`src/rtl/mux5_in_1.sv`:
```
// ---------------------------------------------------------------------------
// mux5_in_1
//
// Registered 5-way selector/combiner for two unsigned operands. A 3-bit code
// picks one function of data_a/data_b. The result is captured on the rising
// edge of i_clk and driven on o_data, so the latency is exactly one clock.
//
//   code 0 : data_a
//   code 1 : data_b
//   code 2 : data_a + data_b   (WIDTH bits, carry dropped)
//   code 3 : data_a - data_b   (WIDTH bits, two's-complement wrap)
//   code 4 : data_a & data_b
//   code 5-7 : o_data keeps its previous value
//
// There is no handshake: every rising edge with i_reset low takes a new
// sample of i_cntr, data_a and data_b.
//
// Ports:
//   i_clk   in   1      clock, rising edge active
//   i_reset in   1      asynchronous active-high reset, clears o_data to 0
//   i_cntr  in   3      function select code
//   data_a  in   WIDTH  operand A
//   data_b  in   WIDTH  operand B
//   o_data  out  WIDTH  registered result
// ---------------------------------------------------------------------------
module mux5_in_1 #(
    parameter int WIDTH = 8
) (
    input  logic             i_clk,
    input  logic             i_reset,
    input  logic [2:0]       i_cntr,
    input  logic [WIDTH-1:0] data_a,
    input  logic [WIDTH-1:0] data_b,
    output logic [WIDTH-1:0] o_data
);

    logic [WIDTH-1:0] o_data_d;
    logic [WIDTH-1:0] o_data_q;

    // Next-state selection. Unused codes feed the current value back so the
    // register simply holds; this keeps o_data free of X after reset.
    always_comb begin
        o_data_d = o_data_q;
        case (i_cntr)
            3'd0:    o_data_d = data_a;
            3'd1:    o_data_d = data_b;
            3'd2:    o_data_d = data_a + data_b;
            3'd3:    o_data_d = data_a - data_b;
            3'd4:    o_data_d = data_a & data_b;
            default: o_data_d = o_data_q;
        endcase
    end

    // Reset takes priority over a coincident clock edge.
    always_ff @(posedge i_clk or posedge i_reset) begin
        if (i_reset) begin
            o_data_q <= '0;
        end else begin
            o_data_q <= o_data_d;
        end
    end

    // Output comes straight from the flop: no combinational input path.
    assign o_data = o_data_q;

endmodule

```
`config.mk`:
```
export PLATFORM = sky130hd
export DESIGN_NAME = mux5_in_1
export DESIGN_NICKNAME = d
export VERILOG_FILES = /design/src/rtl/mux5_in_1.sv
export SDC_FILE = /design/constraint.sdc
export NUM_CORES = 1
export LEC_CHECK = 0
export CORE_MARGIN = 2
export CORE_UTILIZATION = 47
export CTS_BUF_LIST = sky130_fd_sc_hd__clkbuf_16
export CTS_CLUSTER_SIZE = 12
export DETAILED_ROUTE_END_ITERATION = 10
export GPL_ROUTABILITY_DRIVEN = 1
export GPL_TIMING_DRIVEN = 0
export PLACE_DENSITY = 0.75
export SLEW_MARGIN = 0
export SYNTH_ARGS = -nofsm -noshare
export SYNTH_HDL_FRONTEND = slang
export SYNTH_SLANG_ARGS = --single-unit
```
`constraint.sdc`:
```
create_clock -name i_clk -period 0.9 [get_ports i_clk]
set_input_delay 0.18 -clock i_clk [delete_from_list [all_inputs] [get_ports i_clk]]
set_output_delay 0.18 -clock i_clk [all_outputs]
set_load 0.01 [all_outputs]
```
==> impl_metrics.env <==
export IMPL_placed_cell_area_um2=1380
export IMPL_slew_headroom_pct=64.0
export IMPL_die_y_um=50.3
export IMPL_fmax_mhz=494
export IMPL_worst_slew_pin_transition_ns=0.540
export IMPL_maxSlewViolCount=0
export IMPL_cp_max_fo=6
export IMPL_power_mw=2.51
export IMPL_clkPwrFrac_pct=29.5
export IMPL_synth_seq_cells=8
export IMPL_crit_type="primary input to flip-flop"
export IMPL_fin_cells=210
export IMPL_vias_per_cell=6.34
export IMPL_dp_hpwl_um=2160
export IMPL_yosysWarningCount=0
export IMPL_synth_edf_count=0
export IMPL_min_path_type="primary input to async pin"
export IMPL_grt_max_degree=11
export IMPL_track_usage_pct=31.0
export IMPL_synthMuxAreaShare_pct=1.99
export IMPL_synth_top_family_by_area="compound AO/OA/AOI/OAI gates"
export IMPL_final_hold_viol_count=0
export IMPL_fillers=96
export IMPL_synth_compound_area_share_pct=30.2
export IMPL_p_sw_share_pct=34.2
export IMPL_cts_tree="yes"
export IMPL_clock_tree_root_cell="clkbuf_16"
export IMPL_ant_nets=0
export IMPL_most_common_layout_cells="22 x buf_4, 10 x buf_2, 9 x clkdlybuf4s50_1"
export IMPL_top_layer_used="met4"
export IMPL_fin_crit_ns=2.02
export IMPL_yosys_most_used_dff="dfrtp_1"
export IMPL_drc=0
export IMPL_power_per_cell_area_nw_per_um2=1440
export IMPL_placed_cells=183
export IMPL_status="finished, violations left"
export IMPL_end_kind="flip-flop"
export IMPL_largest_reg_flops=8
export IMPL_intPower_mw=1.65
export IMPL_power_switching_uw=858
export IMPL_violations="setup timing"
export IMPL_crit_arrival_ns=2.11
export IMPL_layout_setup_ws_ns=-1.12
export IMPL_synthAdderAreaFrac_pct=13.2
export IMPL_wl_per_cell_um=20.5
export IMPL_drive_gt1_share_pct=44.8
export IMPL_avgSynthCellArea_um2=7.86
export IMPL_cts_sinks=8
export IMPL_antenna_found_initial=0
export IMPL_dr_pass1_iters=4
export IMPL_synth_seq_area_share_pct=19.9
export IMPL_wl_met1_um=1690
export IMPL_cap_viol_max_count=0
export IMPL_cp_required_ns=0.98
export IMPL_cts_buffers=3
export IMPL_dieArea_um2=2530
export IMPL_yosysUniqueCellTypes=39
export IMPL_cts_max_path_buffers=2
export IMPL_antenna_cells=0
export IMPL_route_met3_wl_um=334
export IMPL_grt_pass1_wl_um=6000
export IMPL_io_pins=29
export IMPL_io_buffer_count=28
export IMPL_syn_area_um2=1010
export IMPL_fin_skew_ns=0
export IMPL_clk_transition_reported_paths_ns=0.04
export IMPL_combPwrFrac_pct=52.3
export IMPL_gr_total_overflow=0
export IMPL_mostFrequentLayoutCell="buf_4"
export IMPL_grt_pass1_vias=1303
export IMPL_dr_total_vias=1332
export IMPL_worstSetupStartpointType="primary input"
export IMPL_syn_num_nets=159
export IMPL_rsz0062_at_grt="yes"
export IMPL_fin_nets=216
export IMPL_routed_wl_um=4310
export IMPL_htreeDepth=1
export IMPL_leakagePower_nw=0.781
export IMPL_fin_util_pct=88.1
export IMPL_initial_core_util_pct=50.8
export IMPL_max_vdd_ir_drop_uv=972
export IMPL_ys_async_sr_fraction_pct=100
export IMPL_wl_met2_um=2110
export IMPL_cts_hold_buf=0
export IMPL_core_area_um2=1980
export IMPL_synthXorXnorAreaFrac_pct=9.58
export IMPL_p_seq_share_pct=18.2
export IMPL_stdcell_area_um2=1750
export IMPL_rows=16
export IMPL_first_iter_violations=55
export IMPL_min_period_over_period_pct=225
export IMPL_synth_simple_area_share_pct=19.5
export IMPL_synthCells=128
export IMPL_gp_congestion=0.889
export IMPL_die_w_um=50.3
export IMPL_syn_to_final_growth_pct=73.5
export IMPL_setup_violations_final=16
export IMPL_clock_latency_ns=0.23
power groups by stage:
stage	Combinational (mW)	Sequential, mW	Clock, mW
2_1_floorplan	0.499	0.492	0
3_3_place_gp	0.879	0.460	0
5_1_grt	1.39	0.464	0.769
3_5_place_dp	0.888	0.466	0
4_1_cts	1.10	0.456	0.739
6_report	1.31	0.457	0.739
cells in the mapped netlist, types with 2 or more instances:
cell | count | area, µm²
nor2b_1 | 3 | 18.8
dfrtp_1 | 8 | 200
a21oi_1 | 14 | 70.1
nand2b_1 | 4 | 25.0
ha_1 | 9 | 113
o21ai_0 | 12 | 60.1
xnor2_1 | 8 | 70.1
a211oi_1 | 2 | 15.0
o221ai_1 | 3 | 26.3
buf_2 | 3 | 15.0
nand2_1 | 10 | 37.5
a21o_1 | 2 | 15.0
nor3_1 | 2 | 10.0
xor2_1 | 3 | 26.3
mux2i_1 | 2 | 20.0
nor2_1 | 11 | 41.3
inv_1 | 10 | 37.5
metrics by stage:
stage / hold WS, ns / setup TNS [ns] / worst slack [ns]
3_3_place_gp: 0.457 / -12.94 / -1.77
2_1_floorplan: -0.00434 / -5.73 / -0.969
3_5_place_dp: 0.461 / -13.19 / -1.80
6_report: 0.212 / -6.87 / -1.12
5_1_grt: 0.257 / -7.63 / -1.22
4_1_cts: 0.224 / -5.93 / -0.977
critical path, stage by stage:
cell and delay, ns:
buf_4 0.15, nor2_2 0.18, nand3_1 0.12, o21ai_1 0.17, xor2_1 0.26, ha_1 0.36, and4_1 0.22, a21oi_2 0.18
xnor2_1 0.16, o221ai_2 0.12
area by class of cell:
cell class                 count  area (µm²)  share of cell area (%)
buffer                         4        36.3                    2.08
clock buffer                   3        75.1                    4.30
inverter                      10        40.0                    2.29
multi-input combinational    106         911                    52.2
sequential                     8         200                    11.5
tap                           27        33.8                    1.94
timing repair buffer          52         449                    25.7
repair_timing:
| action | in CTS | in global routing |
|---|---|---|
| gates resized for setup | 114 | 12 |
| setup endpoints to repair | 16 | 16 |
| buffers inserted | 18 | 6 |
| pin swaps | 34 | 11 |
metal layers:
| layer | up-vias | track usage [%] |
|---|---|---|
| met3 | 23 | 5.95 |
| met5 | - | 0 |
| li1 | 579 | - |
| met1 | 638 | 36.3 |
| met2 | 92 | 55.9 |
| met4 | 0 | 9.72 |
kinds of logic after synthesis:
| kind of cell | count (synthesis) |
|---|---|
| AOI/OAI and AO/OA | 46 |
| and+or+nand+nor | 37 |
| buffers and inverters | 14 |
| xor gates and xnor gates | 11 |
| adders and majority gates | 10 |
| DFF | 8 |
| muxes | 2 |
worst paths after layout:
kind / start / end / slack, ns / cells past startpoint
setup / recovery: data_b[2] / o_data[7] / -1.12 / 10
hold / removal: i_reset / o_data[4] / 0.21 / 2
setup reg to reg: o_data[1] / o_data[1] / -0.12 / 4
hold reg to reg: o_data[7] / o_data[7] / 0.57 / 3
max in group asynchronous: i_reset / o_data[7] / 0.45 / 2
min in group i_clk: data_a[0] / o_data[0] / 0.30 / 3
(Power assumes the default switching activity.)
